<file path="config.mk">
export PLATFORM = sky130hd
export DESIGN_NAME = ps2_key_sequencer_flat
export DESIGN_NICKNAME = d
export VERILOG_FILES = /design/src/rtl/ps2_key_sequencer_pkg.sv /design/src/rtl/ps2_key_sequencer_if.sv /design/src/rtl/ps2_key_sequencer_evt_fifo.sv /design/src/rtl/ps2_key_sequencer.sv /design/src/flat_wrapper.sv
export SDC_FILE = /design/constraint.sdc
export NUM_CORES = 1
export LEC_CHECK = 0
export ABC_CLOCK_PERIOD_IN_PS = 2620
export CELL_PAD_IN_SITES_DETAIL_PLACEMENT = 1
export CELL_PAD_IN_SITES_GLOBAL_PLACEMENT = 1
export CORE_MARGIN = 4
export CORE_UTILIZATION = 44
export DETAILED_ROUTE_END_ITERATION = 12
export PLACE_DENSITY = 0.73
export SYNTH_ARGS = -nofsm -noshare
export SYNTH_HDL_FRONTEND = slang
export SYNTH_SLANG_ARGS = --single-unit
</file>
<file path="constraint.sdc">
create_clock -name clk -period 2.62 [get_ports clk]
set_clock_uncertainty 0.1 [all_clocks]
set_input_delay 0.524 -clock clk [delete_from_list [all_inputs] [get_ports clk]]
set_output_delay 0.524 -clock clk [all_outputs]
set_load 0.005 [all_outputs]
</file>
<file path="src/rtl/ps2_key_sequencer_pkg.sv">
// ps2_pkg: PS/2 byte constants, the key-event payload type and the
// decoder / LED-command FSM state enums shared by the sequencer files.
package ps2_pkg;

    localparam logic [7:0] PS2_E0 = 8'hE0;  // extended-key prefix
    localparam logic [7:0] PS2_F0 = 8'hF0;  // break (release) prefix
    localparam logic [7:0] PS2_FA = 8'hFA;  // keyboard ACK
    localparam logic [7:0] PS2_FE = 8'hFE;  // keyboard resend request
    localparam logic [7:0] PS2_AA = 8'hAA;  // self-test passed
    localparam logic [7:0] PS2_EE = 8'hEE;  // echo response
    localparam logic [7:0] PS2_ED = 8'hED;  // set-LEDs command

    typedef struct packed {
        logic       brk;
        logic       ext;
        logic [7:0] code;
    } ps2_evt_t;

    typedef enum logic [1:0] {
        D_IDLE,
        D_E0,
        D_F0,
        D_E0F0
    } dec_state_t;

    typedef enum logic [2:0] {
        T_IDLE,
        T_CMD,
        T_ACK1,
        T_ARG,
        T_ACK2
    } tx_state_t;

    // Bytes the keyboard sends for its own housekeeping; never key events
    function automatic logic is_ctrl_byte(input logic [7:0] b);
        return (b == PS2_FA) || (b == PS2_FE) || (b == PS2_AA) ||
               (b == PS2_EE) || (b == 8'h00)  || (b == 8'hFF);
    endfunction

endpackage

</file>
<file path="src/rtl/ps2_key_sequencer_if.sv">
// ps2_key_sequencer_if: bundles the PS/2 byte-interface side, the key-event
// consumer side and the LED request side of the key sequencer.
// master = the sequencer, slave = its surroundings (PS/2 interface + game logic).
interface ps2_key_sequencer_if;

    logic [7:0] rx_data;
    logic       rx_valid;
    logic       ps2_busy;
    logic       ps2_err;
    logic [7:0] tx_data;
    logic       tx_write;

    logic       evt_valid;
    logic       evt_ready;
    logic [7:0] evt_code;
    logic       evt_break;
    logic       evt_ext;
    logic       overflow;

    logic       led_req;
    logic [2:0] led_mask;
    logic       led_done;
    logic       led_fail;

    modport master (
        input  rx_data, rx_valid, ps2_busy, ps2_err,
        output tx_data, tx_write,
        output evt_valid, evt_code, evt_break, evt_ext, overflow,
        input  evt_ready,
        input  led_req, led_mask,
        output led_done, led_fail
    );

    modport slave (
        output rx_data, rx_valid, ps2_busy, ps2_err,
        input  tx_data, tx_write,
        input  evt_valid, evt_code, evt_break, evt_ext, overflow,
        output evt_ready,
        output led_req, led_mask,
        input  led_done, led_fail
    );

endinterface

</file>
<file path="src/rtl/ps2_key_sequencer_evt_fifo.sv">
// ps2_evt_fifo: show-ahead key-event FIFO. DEPTH must be a power of two
// (pointers wrap by natural overflow). A push into a full FIFO is dropped and
// latches the sticky overflow flag, unless a pop happens in the same cycle.
module ps2_evt_fifo
    import ps2_pkg::*;
#(
    parameter int unsigned DEPTH = 8
) (
    input  logic     clk,
    input  logic     reset,
    input  logic     push,
    input  ps2_evt_t din,
    input  logic     pop,
    output ps2_evt_t dout,
    output logic     full,
    output logic     empty,
    output logic     overflow
);

    localparam int unsigned PW = $clog2(DEPTH);
    localparam int unsigned CW = PW + 1;

    ps2_evt_t      mem [DEPTH];
    logic [PW-1:0] wr_ptr;
    logic [PW-1:0] rd_ptr;
    logic [CW-1:0] count;
    logic          do_push;
    logic          do_pop;

    assign empty   = (count == '0);
    assign full    = (count == CW'(DEPTH));
    assign do_pop  = pop && !empty;
    assign do_push = push && (!full || do_pop);
    assign dout    = mem[rd_ptr];

    // Storage, pointers, occupancy and sticky overflow
    always_ff @(posedge clk or negedge reset) begin
        if (!reset) begin
            mem      <= '{default: '0};
            wr_ptr   <= '0;
            rd_ptr   <= '0;
            count    <= '0;
            overflow <= 1'b0;
        end else begin
            if (do_push) begin
                mem[wr_ptr] <= din;
                wr_ptr      <= wr_ptr + 1'b1;
            end
            if (do_pop) begin
                rd_ptr <= rd_ptr + 1'b1;
            end
            if (do_push && !do_pop) begin
                count <= count + 1'b1;
            end else if (do_pop && !do_push) begin
                count <= count - 1'b1;
            end
            if (push && !do_push) begin
                overflow <= 1'b1;
            end
        end
    end

endmodule

</file>
<file path="src/rtl/ps2_key_sequencer.sv">
// ps2_key_sequencer: turns the PS/2 scan-code byte stream into make/break key
// events (E0 = extended, F0 = break) buffered in ps2_evt_fifo, and optionally
// drives the host->keyboard set-LEDs command (ED + mask) with ACK wait,
// timeout and retry.
// Build option: define PS2_LED_CTRL_EN to include the LED command FSM;
// without it the transmit side and LED status outputs are tied to zero.
module ps2_key_sequencer
    import ps2_pkg::*;
#(
    parameter int unsigned FIFO_DEPTH  = 8,
    parameter int unsigned ACK_TIMEOUT = 2_500_000,
    parameter int unsigned MAX_RETRY   = 2
) (
    input logic                 clk,
    input logic                 reset,
    ps2_key_sequencer_if.master bus
);

    dec_state_t dec_state;
    logic       dec_push;
    ps2_evt_t   dec_evt;
    ps2_evt_t   head;
    logic       fifo_empty;
    logic       fifo_overflow;
    logic       fifo_full_unused;

    // Decoder output: does this byte complete a key event, and which kind
    always_comb begin
        dec_push = 1'b0;
        dec_evt  = '{brk: 1'b0, ext: 1'b0, code: bus.rx_data};
        if (bus.rx_valid && !bus.ps2_err) begin
            unique case (dec_state)
                D_IDLE: begin
                    if (bus.rx_data != PS2_E0 && bus.rx_data != PS2_F0 &&
                        !is_ctrl_byte(bus.rx_data)) begin
                        dec_push = 1'b1;
                    end
                end
                D_E0: begin
                    if (bus.rx_data != PS2_F0) begin
                        dec_push    = 1'b1;
                        dec_evt.ext = 1'b1;
                    end
                end
                D_F0: begin
                    dec_push    = 1'b1;
                    dec_evt.brk = 1'b1;
                end
                D_E0F0: begin
                    dec_push    = 1'b1;
                    dec_evt.brk = 1'b1;
                    dec_evt.ext = 1'b1;
                end
                default: ;
            endcase
        end
    end

    // Decoder prefix tracking; an interface error discards any partial sequence
    always_ff @(posedge clk or negedge reset) begin
        if (!reset) begin
            dec_state <= D_IDLE;
        end else if (bus.ps2_err) begin
            dec_state <= D_IDLE;
        end else if (bus.rx_valid) begin
            unique case (dec_state)
                D_IDLE: begin
                    if (bus.rx_data == PS2_E0) begin
                        dec_state <= D_E0;
                    end else if (bus.rx_data == PS2_F0) begin
                        dec_state <= D_F0;
                    end
                end
                D_E0: begin
                    dec_state <= (bus.rx_data == PS2_F0) ? D_E0F0 : D_IDLE;
                end
                default: dec_state <= D_IDLE;
            endcase
        end
    end

    ps2_evt_fifo #(
        .DEPTH (FIFO_DEPTH)
    ) u_evt_fifo (
        .clk      (clk),
        .reset    (reset),
        .push     (dec_push),
        .din      (dec_evt),
        .pop      (bus.evt_ready),
        .dout     (head),
        .full     (fifo_full_unused),
        .empty    (fifo_empty),
        .overflow (fifo_overflow)
    );

    assign bus.evt_valid = !fifo_empty;
    assign bus.evt_code  = head.code;
    assign bus.evt_break = head.brk;
    assign bus.evt_ext   = head.ext;
    assign bus.overflow  = fifo_overflow;

`ifdef PS2_LED_CTRL_EN

    localparam int unsigned TW = $clog2(ACK_TIMEOUT + 1);
    localparam int unsigned RW = $clog2(MAX_RETRY + 2);

    tx_state_t     tx_state;
    logic [TW-1:0] timer;
    logic [RW-1:0] retries;
    logic [2:0]    mask;
    logic [7:0]    tx_data_q;
    logic          tx_write_q;
    logic          led_done_q;
    logic          led_fail_q;
    logic          ack;
    logic          nak;
    logic          timeout;

    assign ack     = bus.rx_valid && (bus.rx_data == PS2_FA);
    assign nak     = bus.rx_valid && (bus.rx_data == PS2_FE);
    assign timeout = (timer == TW'(ACK_TIMEOUT - 1));

    // LED command sequencer. The retry budget restarts for each byte once it
    // is ACKed; a resend goes out directly from the ACK-wait state when the
    // interface is free, otherwise it parks in T_CMD/T_ARG until it is.
    always_ff @(posedge clk or negedge reset) begin
        if (!reset) begin
            tx_state   <= T_IDLE;
            timer      <= '0;
            retries    <= '0;
            mask       <= '0;
            tx_data_q  <= '0;
            tx_write_q <= 1'b0;
            led_done_q <= 1'b0;
            led_fail_q <= 1'b0;
        end else begin
            tx_write_q <= 1'b0;
            led_done_q <= 1'b0;
            led_fail_q <= 1'b0;
            unique case (tx_state)
                T_IDLE: begin
                    if (bus.led_req && !bus.ps2_busy) begin
                        mask       <= bus.led_mask;
                        retries    <= '0;
                        timer      <= '0;
                        tx_data_q  <= PS2_ED;
                        tx_write_q <= 1'b1;
                        tx_state   <= T_ACK1;
                    end
                end
                T_CMD: begin
                    if (!bus.ps2_busy) begin
                        tx_write_q <= 1'b1;
                        timer      <= '0;
                        tx_state   <= T_ACK1;
                    end
                end
                T_ARG: begin
                    if (!bus.ps2_busy) begin
                        tx_write_q <= 1'b1;
                        timer      <= '0;
                        tx_state   <= T_ACK2;
                    end
                end
                T_ACK1, T_ACK2: begin
                    if (ack) begin
                        retries <= '0;
                        timer   <= '0;
                        if (tx_state == T_ACK1) begin
                            tx_data_q <= {5'b0, mask};
                            tx_state  <= T_ARG;
                        end else begin
                            led_done_q <= 1'b1;
                            tx_state   <= T_IDLE;
                        end
                    end else if (nak || timeout) begin
                        if (retries < RW'(MAX_RETRY)) begin
                            retries <= retries + 1'b1;
                            timer   <= '0;
                            if (!bus.ps2_busy) begin
                                tx_write_q <= 1'b1;
                            end else begin
                                tx_state <= (tx_state == T_ACK1) ? T_CMD : T_ARG;
                            end
                        end else begin
                            led_fail_q <= 1'b1;
                            tx_state   <= T_IDLE;
                        end
                    end else begin
                        timer <= timer + 1'b1;
                    end
                end
                default: tx_state <= T_IDLE;
            endcase
        end
    end

    assign bus.tx_data  = tx_data_q;
    assign bus.tx_write = tx_write_q;
    assign bus.led_done = led_done_q;
    assign bus.led_fail = led_fail_q;

`else

    localparam int unsigned cfg_unused = ACK_TIMEOUT + MAX_RETRY;
    logic tx_inputs_unused;

    assign tx_inputs_unused = ^{bus.led_req, bus.led_mask, bus.ps2_busy};
    assign bus.tx_data      = '0;
    assign bus.tx_write     = 1'b0;
    assign bus.led_done     = 1'b0;
    assign bus.led_fail     = 1'b0;

`endif

endmodule
</file>
<file path="src/flat_wrapper.sv">
// flat-port wrapper written by rule: the top's interface ports become plain ports
module ps2_key_sequencer_flat import ps2_pkg::*;
#(
    parameter int unsigned FIFO_DEPTH  = 8,
    parameter int unsigned ACK_TIMEOUT = 2_500_000,
    parameter int unsigned MAX_RETRY   = 2
)
  (clk, reset, bus_rx_data, bus_rx_valid, bus_ps2_busy, bus_ps2_err, bus_tx_data, bus_tx_write, bus_evt_valid, bus_evt_code, bus_evt_break, bus_evt_ext, bus_overflow, bus_evt_ready, bus_led_req, bus_led_mask, bus_led_done, bus_led_fail);
  ps2_key_sequencer_if bus_i ();
  input logic clk;
  input logic reset;
  input wire logic [$bits(bus_i.rx_data)-1:0] bus_rx_data;
  input wire logic [$bits(bus_i.rx_valid)-1:0] bus_rx_valid;
  input wire logic [$bits(bus_i.ps2_busy)-1:0] bus_ps2_busy;
  input wire logic [$bits(bus_i.ps2_err)-1:0] bus_ps2_err;
  output wire logic [$bits(bus_i.tx_data)-1:0] bus_tx_data;
  output wire logic [$bits(bus_i.tx_write)-1:0] bus_tx_write;
  output wire logic [$bits(bus_i.evt_valid)-1:0] bus_evt_valid;
  output wire logic [$bits(bus_i.evt_code)-1:0] bus_evt_code;
  output wire logic [$bits(bus_i.evt_break)-1:0] bus_evt_break;
  output wire logic [$bits(bus_i.evt_ext)-1:0] bus_evt_ext;
  output wire logic [$bits(bus_i.overflow)-1:0] bus_overflow;
  input wire logic [$bits(bus_i.evt_ready)-1:0] bus_evt_ready;
  input wire logic [$bits(bus_i.led_req)-1:0] bus_led_req;
  input wire logic [$bits(bus_i.led_mask)-1:0] bus_led_mask;
  output wire logic [$bits(bus_i.led_done)-1:0] bus_led_done;
  output wire logic [$bits(bus_i.led_fail)-1:0] bus_led_fail;
  assign bus_i.rx_data = bus_rx_data;
  assign bus_i.rx_valid = bus_rx_valid;
  assign bus_i.ps2_busy = bus_ps2_busy;
  assign bus_i.ps2_err = bus_ps2_err;
  assign bus_tx_data = bus_i.tx_data;
  assign bus_tx_write = bus_i.tx_write;
  assign bus_evt_valid = bus_i.evt_valid;
  assign bus_evt_code = bus_i.evt_code;
  assign bus_evt_break = bus_i.evt_break;
  assign bus_evt_ext = bus_i.evt_ext;
  assign bus_overflow = bus_i.overflow;
  assign bus_i.evt_ready = bus_evt_ready;
  assign bus_i.led_req = bus_led_req;
  assign bus_i.led_mask = bus_led_mask;
  assign bus_led_done = bus_i.led_done;
  assign bus_led_fail = bus_i.led_fail;
  ps2_key_sequencer #(.FIFO_DEPTH(FIFO_DEPTH), .ACK_TIMEOUT(ACK_TIMEOUT), .MAX_RETRY(MAX_RETRY)) u_core (.clk(clk), .reset(reset), .bus(bus_i));
endmodule
</file>
==> reports/qor.yml, run 1 <==
outcome:
  status: "complete, but fails checks"
  violations: "negative setup slack"
die:
  core_area_mm2: 0.0104
  start_util_pct: 45.5
  rows: 37
  die_h_um: 112
  die_area_mm2: 0.0125
  die_w_um: 112
  io_pins: 41
synth:
  synth_xor_xnor_area_share_pct: 1.66
  synthFlopType: "dfrtp_1"
  synth_common_cells: "dfrtp_1 (93), mux2_2 (73), mux4_2 (20), buf_4 (13)"
  synth-simple-area-share_pct: 8.23
  synth_fa_ha_area_share_pct: 1.74
  ys_ff_latch: 93
  seq_area_frac_synth_pct: 49.1
  muxShareOfSynthArea_pct: 32.4
  synthDistinctLibCells: 45
  synth_warnings: 0
  synth_area_mm2: 0.00474
  synth_async_sr_flop_share_pct: 100
  synth_top_family_by_area: "multiplexers"
  synthTopCellsByArea: "dfrtp_1 (49%), mux2_2 (17%), mux4_2 (9.5%)"
  synth_edf_count: 0
  yosys.cell_count.top_type: "dfrtp_1"
  avgSynthCellArea_um2: 15.1
  synth_area_leader_cell: "dfrtp_1"
  yosysTopAreaCellShare_pct: 49.1
  synth-compound-area-share_pct: 2.64
  syn_inst: 314
clock_tree:
  htreeDepth: 3
  clock_latency_ps: 370
  cts_buffers: 9
  clk_transition_reported_paths_ps: 90
  cts_root_buf: "clkbuf_8"
  clock-sinks: 93
  cts_tree: "built"
  cts_buffer_depth: 2
route:
  vias: 2933
  dr.pass1.iters: 4
  routedWlPerCell_um: 21.3
  drt_iter0_drc: 106
  drc: 0
  vias_per_cell: 5.39
  routed_wl_mm: 11.6
  antenna_left: 0
critical_path:
  regToRegEndpoint: "u_core.u_evt_fifo.count[3]"
  crit_buf_inv: 3
  crit_family: "multiplexers"
  worst_ep_arrival_time_ps: 2030
  crit_chain: "clkbuf_16 -> buf_8 -> mux4_2 -> mux2_4 -> buf_6"
  cp-start-kind: "flop"
  critical-path-max-stage-delay_ps: 500
  rrSetupSlack_ps: 140
  crit_path_end_kind: "primary output"
  cp.required_ps: 2000
  cp_max_fo: 3
  path_class: "flop to primary output"
  reg2reg_from: "u_core.dec_state[1]"
  r2r_cells: 12
  cpMaxStageDelayCell: "mux4_2"
layout:
  fin_nets: 427
  final_core_util_pct: 57.4
  regArea_mm2: 0.00233
  drive_above_1_share_pct: 59.3
  n_fill_cell: 1000
  multi_input_area_mm2: 0.00237
  syn_to_final_growth_pct: 26.1
  diodes: 0
timing:
  whs_ps: 12.6
  fin_crit_ps: 2650
  setup_viol: 9
  max_freq_ghz: 0.377
  finalCritPeriodShare_pct: 101
  final_hold_viol_count: 0
  drv_slew: 0
  worst_slack_ps: -31.8
  grt_setup_unrepaired: "yes"
power:
  leakagePower_nw: 2.61
  power_density_mw_per_mm2: 1050
  peakVddDrop_mv: 0.643
grt:
  antenna_found_initial: 0
  grt_overflow: 0
  grt_pass1_wl_mm: 18.7
  grt_pass1_vias: 3327
  grt_start_max_net_pins: 51
  track_usage_pct: 19.4
worst_hold_path:
  hold_path.class: "input port to async pin"
flow_run:
  drv_cap: 0
place:
  io_buffers: 24
  place.gp.congestion: 0.787
  place_hpwl_mm: 7.76
  dp_slack_ps: -775
cells in the final DEF (no fill, tap or decap), types with 3 or more instances in the layout:
master           count
buf_8                3
mux4_2              20
mux2_4              20
buf_4               56
dfrtp_1             92
nor2_1               5
mux2_2              63
buf_12               5
buf_6               20
mux2_1              10
xor2_1               3
xnor2_1              6
nor4_4               8
clkdlybuf4s50_1      5
nand3b_1             4
conb_1              11
nand2_1              6
nor3_4               3
ha_1                 3
clkbuf_8             9
buf_2                6
nand3_1              5
logic make-up (layout without fill, tap and decap cells):
family / Yosys count / after routing
DFF: 93 / 93
muxes: 113 / 113
AOI/OAI and AO/OA: 12 / 12
and+or+nand+nor: 47 / 47
buffers and inverters: 33 / 117
xor gates and xnor gates: 9 / 9
other: 1 / 11
adders and majority gates: 6 / 6
where the power goes:
group          switching, mW  internal, mW  total [mW]  leakage (nW)
Sequential             0.417          2.00        2.42          1.16
Clock                  0.558         0.366       0.923        0.0909
Combinational           1.04          1.93        2.97          1.36
Total                   2.01          4.30        6.31          2.61
state kept, by name (all words and copies together) (netlist names):
name                        count
u_core.u_evt_fifo.count         4
u_core.u_evt_fifo.mem          80
u_core.u_evt_fifo.overflow      1
u_core.u_evt_fifo.rd_ptr        3
u_core.dec_state                2
u_core.u_evt_fifo.wr_ptr        3
stage by stage:
stage	instance area [µm²]	power [mW]	TNS [ps]	cells
final	5980	6.31	-169	544
after CTS	5930	6.24	-261	539
after global routing	5980	6.70	-866	544
after global placement	5460	4.77	-38830	503
after floorplan	4820	3.95	-809	324
after detailed placement	5460	4.91	-42580	503
layout make-up:
| class | instances | share of cell area [%] |
|---|---|---|
| Sequential cell | 93 | 38.9 |
| Timing Repair Buffer | 98 | 15.3 |
| Multi-Input combinational cell | 198 | 39.7 |
| Inverter | 3 | 0.188 |
| Clock buffer | 10 | 2.13 |
| Clock inverter | 6 | 0.942 |
| Tap cell | 136 | 2.85 |
repair_timing:
item / CTS / global route
setup endpoints to repair: 93 / 32
gates resized for setup: 105 / 18
buffers inserted: 19 / 5
cloned: 1 / 0
hold buffers: 0 / 0
pin swaps: 12 / 11
metal layers:
| layer | up-vias | wire length [µm] | global-route usage [%] |
|---|---|---|---|
| met5 | - | 0 | 0 |
| met4 | 0 | 187 | 5.68 |
| met3 | 15 | 373 | 3.75 |
| met2 | 51 | 6260 | 35.2 |
| met1 | 1563 | 4790 | 23.4 |
| li1 | 1304 | - | - |
worst max-delay path by stage:
stage	cells after the start	slack (ps)	endpoint	from
floorplan	14	-410	u_core.u_evt_fifo.count[3]	bus_rx_data[1]
global placement	13	-700	u_core.u_evt_fifo.count[3]	bus_rx_data[1]
detailed placement	13	-780	u_core.u_evt_fifo.count[3]	bus_rx_data[1]
CTS	5	-50	bus_evt_break	u_core.u_evt_fifo.rd_ptr[0]
global route	5	-100	bus_evt_code[5]	u_core.u_evt_fifo.rd_ptr[0]
finish	5	-30	bus_evt_code[5]	u_core.u_evt_fifo.rd_ptr[0]
No activity file was read; power rests on OpenSTA's default activity.
==> run 2: changes to the inputs <==
--- a/config.mk
+++ b/config.mk
@@ -12,6 +12,7 @@
 export CORE_UTILIZATION = 44
 export DETAILED_ROUTE_END_ITERATION = 12
 export PLACE_DENSITY = 0.73
+export SETUP_SLACK_MARGIN = 0.5
 export SYNTH_ARGS = -nofsm -noshare
 export SYNTH_HDL_FRONTEND = slang
 export SYNTH_SLANG_ARGS = --single-unit
==> run 2 against run 1 <==
Effect of this change: the run still ends with negative setup slack left; register-to-register slack barely moved; core utilization grew 10 points; combinational power is 33% higher; worst setup slack worse by 67 ps; clock power up 8.2%; maximum frequency down 2.5%; critical path depth up 1; cell count increased by 8.8%; first-iteration DRC count is 55% higher; critical endpoint is now bus_evt_code[4].
==> reports/qor.yml, run 2 (synthesis results as in run 1) <==
power:
  pwr-share-clk_pct: 13.5  # was 14.6%
  p_total_mw: 7.41  # was 6.31 mW
  seqPwrFrac_pct: 33.0  # was 38.3%
  power_frac_comb_pct: 53.5  # was 47.0%
  power_density_mw_per_mm2: 1050  # about the same
  peakVddDrop_mv: 0.737  # was 0.643 mV
  leakagePower_nw: 3.15  # was 2.61 nW
  netSwitchingPower_mw: 2.45  # was 2.01 mW
  switching_share_pct: 33.1  # was 31.9%
  p_int_mw: 4.96  # was 4.30 mW
layout:
  syn_to_final_growth_pct: 49.1  # was 26.1%
  final_core_util_pct: 67.9  # was 57.4%
  stdcell_area_mm2: 0.00707  # was 0.00598 mm²
  largest_register: "u_core.u_evt_fifo.mem"  # unchanged
  diodes: 0  # unchanged
  largest_register_ffs: 80  # unchanged
  n_fill_cell: 944  # was 1000
  final_common_cell: "dfrtp_1"  # unchanged
  reg_top3: "u_core.u_evt_fifo.mem: 80 flops, u_core.u_evt_fifo.count: 4 flops"  # unchanged
  fin_nets: 475  # was 427
  layout_common_cells: "dfrtp_1 (92), mux2_4 (91), buf_6 (57)"  # was dfrtp_1 (92), mux2_2 (63), buf_4 (56)
  drive_above_1_share_pct: 67.8  # was 59.3%
timing:
  grt_setup_unrepaired: "yes"  # unchanged
  worst_slack_ps: -98.9  # was -31.8 ps
  max_freq_ghz: 0.368  # was 0.377 GHz
  finalCritPeriodShare_pct: 104  # was 101%
  drv_slew: 0  # unchanged
  slew_headroom_pct: 55.1
  fin_crit_ps: 2720  # was 2650 ps
  final_hold_viol_count: 0  # unchanged
  setup_viol: 9  # unchanged
  worstMarginPinSlew_ps: 673
critical_path:
  cp_max_fo: 6  # was 3
  rrSetupSlack_ps: 130  # was 140 ps
  path_class: "flop to primary output"  # unchanged
  cpMaxStageDelayCell: "mux4_2"  # unchanged
  cp.required_ps: 2000  # about the same
  regToRegEndpoint: "u_core.u_evt_fifo.count[3]"  # unchanged
  crit_family: "multiplexers"  # unchanged
  crit_path_end_kind: "primary output"  # unchanged
  crit_top_cell: "buf_6"
  reg2reg_from: "u_core.u_evt_fifo.count[2]"  # was u_core.dec_state[1]
  crit_chain: "buf_4 -> buf_12 -> buf_6 -> mux4_2 -> mux2_4 -> buf_6"  # was clkbuf_16 -> buf_8 -> mux4_2 -> mux2_4 -> buf_6
  cp-start-kind: "flop"  # unchanged
  worst_ep_arrival_time_ps: 2090  # was 2030 ps
  crit_buf_inv: 4  # was 3
  r2r_cells: 12  # unchanged
  critical-path-max-stage-delay_ps: 460  # was 500 ps
flow_run:
  drv_cap: 0  # unchanged
route:
  vias: 3325  # was 2933
  drc: 0  # unchanged
  drt_iter0_drc: 164  # was 106
  antenna_left: 0  # unchanged
  routedWlPerCell_um: 27.9  # was 21.3 µm
  vias_per_cell: 5.62  # was 5.39
  dr.pass1.iters: 4  # unchanged
  routed_wl_mm: 16.5  # was 11.6 mm
grt:
  antenna_found_initial: 0  # unchanged
  grt_overflow: 0  # unchanged
  grt_pass1_wl_mm: 25.0  # was 18.7 mm
  grt_start_max_net_pins: 49  # was 51
  grt_pass1_vias: 3904  # was 3327
  track_usage_pct: 26.8  # was 19.4%
place:
  placed_area_mm2: 0.00574  # was 0.00546 mm²
  place.gp.congestion: 0.764  # was 0.787
  io_buffers: 24  # unchanged
  dp_slack_ps: -820  # was -775 ps
  place_hpwl_mm: 8.12  # was 7.76 mm
worst_hold_path:
  hold_path.class: "input port to async pin"  # unchanged
clock_tree:
  clock_latency_ps: 370  # about the same
  clock-sinks: 93  # unchanged
  cts-hold-fix-buffers: 0  # unchanged
  cts_buffers: 9  # unchanged
  htreeDepth: 3  # unchanged
  clk_transition_reported_paths_ps: 100  # was 90 ps
  cts_root_buf: "clkbuf_8"  # unchanged
  cts_tree: "built"  # unchanged
  cts_buffer_depth: 2  # unchanged
die:
  core_area_mm2: 0.0104  # unchanged
  io_pins: 41  # unchanged
  die_w_um: 112  # unchanged
  die_h_um: 112  # unchanged
  start_util_pct: 45.5  # unchanged
  die_area_mm2: 0.0125  # unchanged
  rows: 37  # unchanged
outcome:
  violations: "negative setup slack"  # unchanged
  status: "complete, but fails checks"  # unchanged
## run 2: changes by cell type in the layout (fill, tap and decap cells not counted), sizes merged
| cell | delta |
|---|---|
| clkdlybuf4s50 | -4 |
| clkinvlp | +1 |
| bufinv | +1 |
| buf | +49 |
| dlygate4sd2 | +3 |
| clkdlybuf4s15 | -1 |
| clkbuf | +2 |
| inv | -2 |
| clkinv | -1 |
## run 2: layout make-up
cell class / instances / area (µm²) / share of cell area [%]
clock buffers: 11 / 131 / 1.86
clock inverters: 5 / 58.8 / 0.832
inverters: 3 / 13.8 / 0.195
multi-input cells: 198 / 2740 / 38.8
flip-flops and latches: 93 / 2330 / 32.9
well taps: 136 / 170 / 2.41
repair buffers: 146 / 1620 / 23.0
## run 2: worst register-to-register path, cell delays in order (launching register included)
cell and delay [ps]:
dfrtp_1 450, nor3_2 70, nand3b_1 200, o21ai_4 120
nor3_4 300, ha_4 200, inv_4 50, ha_4 220
a21o_1 170, a21oi_2 130, xnor2_1 130, nor2_1 70
xor2_1 160
## run 2: how the worst max path moves through the flow
stage / start / to / slack [ps] / depth (start not counted)
floorplan: bus_rx_data[1] / u_core.u_evt_fifo.count[3] / -390 / 14
global placement: bus_rx_data[5] / u_core.u_evt_fifo.mem[31] / -770 / 7
detailed placement: bus_rx_data[2] / u_core.u_evt_fifo.count[3] / -820 / 13
CTS: u_core.u_evt_fifo.rd_ptr[0] / bus_evt_code[4] / -70 / 5
global route: u_core.u_evt_fifo.rd_ptr[0] / bus_evt_code[4] / -140 / 6
finish: u_core.u_evt_fifo.rd_ptr[0] / bus_evt_code[4] / -100 / 6
## run 2: timing repair
item                                    4_1_cts  5_1_grt
pin swaps                                    32       20
gates resized for setup                     200       20
cloned                                        4        0
endpoints found under the setup margin       99       96
buffers inserted                             51       15
## run 2: per-layer routing
metal	up-vias	track usage, %	wire, µm
li1	1407	-	-
met1	1785	32.5	6660
met5	-	0	0
met4	0	9.57	373
met3	30	5.11	551
met2	103	47.5	8930
## run 2: power groups by stage
stage / registers (mW) / clock network [mW] / logic (mW)
final: 2.44 / 0.999 / 3.96
after global routing: 2.48 / 1.08 / 4.16
after CTS: 2.38 / 0.999 / 3.61
after detailed placement: 2.37 / 0 / 2.87
after global placement: 2.32 / 0 / 2.79
after floorplan: 2.25 / 0 / 1.89
## run 2: metrics by stage
step / std cells / TNS, ps / hold slack [ps]
2_1_floorplan: 324 / -748 / 128
3_3_place_gp: 506 / -48970 / 365
3_5_place_dp: 506 / -54730 / 374
4_1_cts: 577 / -479 / 86.6
5_1_grt: 592 / -1050 / 105
6_report: 592 / -476 / 69.0
==> run 3: changes to the inputs <==
--- a/config.mk
+++ b/config.mk
@@ -5,13 +5,14 @@
 export SDC_FILE = /design/constraint.sdc
 export NUM_CORES = 1
 export LEC_CHECK = 0
-export ABC_CLOCK_PERIOD_IN_PS = 2620
+export ABC_CLOCK_PERIOD_IN_PS = 3300
 export CELL_PAD_IN_SITES_DETAIL_PLACEMENT = 1
 export CELL_PAD_IN_SITES_GLOBAL_PLACEMENT = 1
 export CORE_MARGIN = 4
-export CORE_UTILIZATION = 44
+export CORE_UTILIZATION = 49
 export DETAILED_ROUTE_END_ITERATION = 12
-export PLACE_DENSITY = 0.73
+export MAX_ROUTING_LAYER = met4
+export PLACE_DENSITY = 0.77
 export SETUP_SLACK_MARGIN = 0.5
 export SYNTH_ARGS = -nofsm -noshare
 export SYNTH_HDL_FRONTEND = slang
==> constraint.sdc (replaced) <==
create_clock -name clk -period 3.3 [get_ports clk]
set_clock_uncertainty 0.1 [all_clocks]
set_input_delay 0.66 -clock clk [delete_from_list [all_inputs] [get_ports clk]]
set_output_delay 0.66 -clock clk [all_outputs]
set_load 0.005 [all_outputs]
==> run 3 against run 2 <==
Effect of this change: the run now ends clean; cell count decreased by 11%; die area decreased by 9.5%; via count fell by 12%; core utilization fell by 4.0 points; non-clock buffer count decreased by 60; power shrank 31%; cell area down 16%; worst hold slack improved by 85 ps; global-route usage decreased by 4.8 points; first-iteration DRC count shrank 24%; sequential power down 20%; sequential share of layout area up 6.1 points; highest routed layer unchanged.
==> reports/qor.yml, run 3 (synthesis results as in run 1) <==
outcome:
  status: "completed"  # was complete, but fails checks
clock_tree:
  cts_root_buf: "clkbuf_8"  # unchanged
  clock_latency_ps: 360  # was 370 ps
  htreeDepth: 3  # unchanged
  cts_buffers: 9  # unchanged
  cts-hold-fix-buffers: 0  # unchanged
  cts_tree: "built"  # unchanged
  clk_transition_reported_paths_ps: 90  # was 100 ps
  clock-sinks: 93  # unchanged
  cts_buffer_depth: 2  # unchanged
layout:
  largest_register_ffs: 80  # unchanged
  diodes: 0  # unchanged
  layout_common_cells: "dfrtp_1 (92), mux2_2 (62), buf_4 (46)"  # was dfrtp_1 (92), mux2_4 (91), buf_6 (57)
  final_common_cell: "dfrtp_1"  # unchanged
  syn_to_final_growth_pct: 25.7  # was 49.1%
  fin_nets: 415  # was 475
  final_core_util_pct: 63.9  # was 67.9%
  largest_register: "u_core.u_evt_fifo.mem"  # unchanged
  n_fill_cell: 852  # was 944
  multi_input_area_mm2: 0.00239  # was 0.00274 mm²
  drive_above_1_share_pct: 57.1  # was 67.8%
  stdcell_area_mm2: 0.00596  # was 0.00707 mm²
  reg_top3: "u_core.u_evt_fifo.mem: 80 flops, u_core.u_evt_fifo.count: 4 flops"  # unchanged
  regArea_mm2: 0.00233  # unchanged
die:
  start_util_pct: 50.8  # was 45.5%
  die_h_um: 106  # was 112 µm
  core_area_mm2: 0.00933  # was 0.0104 mm²
  rows: 35  # was 37
  die_w_um: 106  # was 112 µm
  io_pins: 41  # unchanged
  die_area_mm2: 0.0113  # was 0.0125 mm²
timing:
  slew_headroom_pct: 41.3  # was 55.1%
  fin_crit_ps: 2810
  setup_viol: 0  # was 9
  max_freq_ghz: 0.356
  grt_setup_unrepaired: "yes"  # unchanged
  drv_slew: 0  # unchanged
  worst_slack_ps: 491  # was -98.9 ps
  finalCritPeriodShare_pct: 85.1
  final_hold_viol_count: 0  # unchanged
  worstMarginPinSlew_ps: 881  # was 673 ps
place:
  place.gp.congestion: 0.750  # was 0.764
  dp_slack_ps: -246  # was -820 ps
  place_hpwl_mm: 7.60  # was 8.12 mm
  io_buffers: 24  # unchanged
  placed_area_mm2: 0.00534  # was 0.00574 mm²
critical_path:
  cp.required_ps: 3460  # was 2000 ps
  cp_max_fo: 3  # was 6
  cpMaxStageDelayCell: "fa_1"  # was mux4_2
  crit_path_end_kind: "flop"  # was primary output
  worst_ep_arrival_time_ps: 2970  # was 2090 ps
  path_class: "input port to flop"  # was flop to primary output
  critical-path-max-stage-delay_ps: 470  # was 460 ps
  cp-start-kind: "input port"  # was flop
  crit_chain: "buf_8 -> buf_4 -> buf_8 -> xnor2_4 -> a22oi_2 -> o21ai_4 -> nor3_4 -> ha_2 -> inv_2 -> buf_4 -> buf_6 -> fa_1 -> mux2_4"  # was buf_4 -> buf_12 -> buf_6 -> mux4_2 -> mux2_4 -> buf_6
power:
  netSwitchingPower_mw: 1.52  # was 2.45 mW
  leakagePower_nw: 2.63  # was 3.15 nW
  switching_share_pct: 29.7  # was 33.1%
  power_density_mw_per_mm2: 857  # was 1050 mW/mm²
  seqPwrFrac_pct: 38.1  # was 33.0%
  pwr-share-clk_pct: 17.9  # was 13.5%
  power_frac_comb_pct: 44.0  # was 53.5%
  peakVddDrop_mv: 0.439  # was 0.737 mV
  p_int_mw: 3.59  # was 4.96 mW
route:
  drc: 0  # unchanged
  routedWlPerCell_um: 21.9  # was 27.9 µm
  antenna_left: 0  # unchanged
  routed_wl_mm: 11.5  # was 16.5 mm
  dr.pass1.iters: 4  # unchanged
  vias_per_cell: 5.55  # was 5.62
  vias: 2915  # was 3325
  drt_iter0_drc: 125  # was 164
worst_hold_path:
  hold_path.class: "input port to async pin"  # unchanged
grt:
  grt_pass1_wl_mm: 18.0  # was 25.0 mm
  grt_overflow: 0  # unchanged
  antenna_found_initial: 0  # unchanged
  grt_pass1_vias: 3194  # was 3904
  grt_start_max_net_pins: 59  # was 49
  track_usage_pct: 22.0  # was 26.8%
flow_run:
  drv_cap: 0  # unchanged
-- run 3: final timing paths --
path / startpoint / to / slack (ps) / cells after the start
worst min-delay path: reset / u_core.u_evt_fifo.wr_ptr[2] / 150 / 1
min in group clk: u_core.u_evt_fifo.overflow / u_core.u_evt_fifo.overflow / 370 / 2
worst max-delay path: bus_rx_data[2] / u_core.u_evt_fifo.count[1] / 490 / 13
worst max register to register: u_core.dec_state[1] / u_core.u_evt_fifo.count[3] / 720 / 12
worst min register to register: u_core.u_evt_fifo.overflow / u_core.u_evt_fifo.overflow / 370 / 2
max in group asynchronous: reset / u_core.u_evt_fifo.mem[51] / 2280 / 2
-- run 3: metal layers --
metal	vias up	wire length, µm	GRT usage [%]
met2	47	6090	36.8
li1	1295	-	-
met3	17	315	4.55
met1	1556	4840	26.1
met4	0	263	8.60
met5	-	0	-
-- run 3: power groups by stage --
stage                     Clock (mW)  Sequential, mW  Combinational [mW]
after floorplan                    0            1.78                1.36
after global placement             0            1.89                1.82
after detailed placement           0            1.93                1.91
after CTS                      0.944            1.94                2.08
after global routing           0.987            2.00                2.41
final                          0.916            1.95                2.25
-- run 3: timing repair --
item	in CTS	in global routing
endpoints found under the setup margin	59	12
pin swaps	5	15
gates resized for setup	70	49
cloned	1	0
buffers inserted	13	10
-- run 3: stage by stage --
step           instances  setup TNS [ps]  hold slack, ps  total power [mW]
2_1_floorplan        324               0             264              3.14
5_1_grt              525               0             162              5.40
3_5_place_dp         485            -578             362              3.84
6_report             525               0             154              5.11
3_3_place_gp         485            -204             360              3.71
4_1_cts              515               0             153              4.96
-- run 3: critical path: cells and delay by family --
| kind | cells | cell delay [ps] |
|---|---|---|
| and+or+nand+nor | 1 | 180 |
| muxes | 1 | 280 |
| xor gates and xnor gates | 1 | 130 |
| AOI/OAI and AO/OA | 2 | 360 |
| buffers and inverters | 6 | 650 |
| adders and majority gates | 2 | 700 |
-- run 3: layout make-up --
cell class,count,area share (%)
Sequential cell,93,39.1
Clock inverter,4,1.60
Inverter,3,0.189
Multi-Input combinational cell,198,40.1
Clock buffer,12,2.44
Timing Repair Buffer,86,13.9
Tap cell,129,2.71
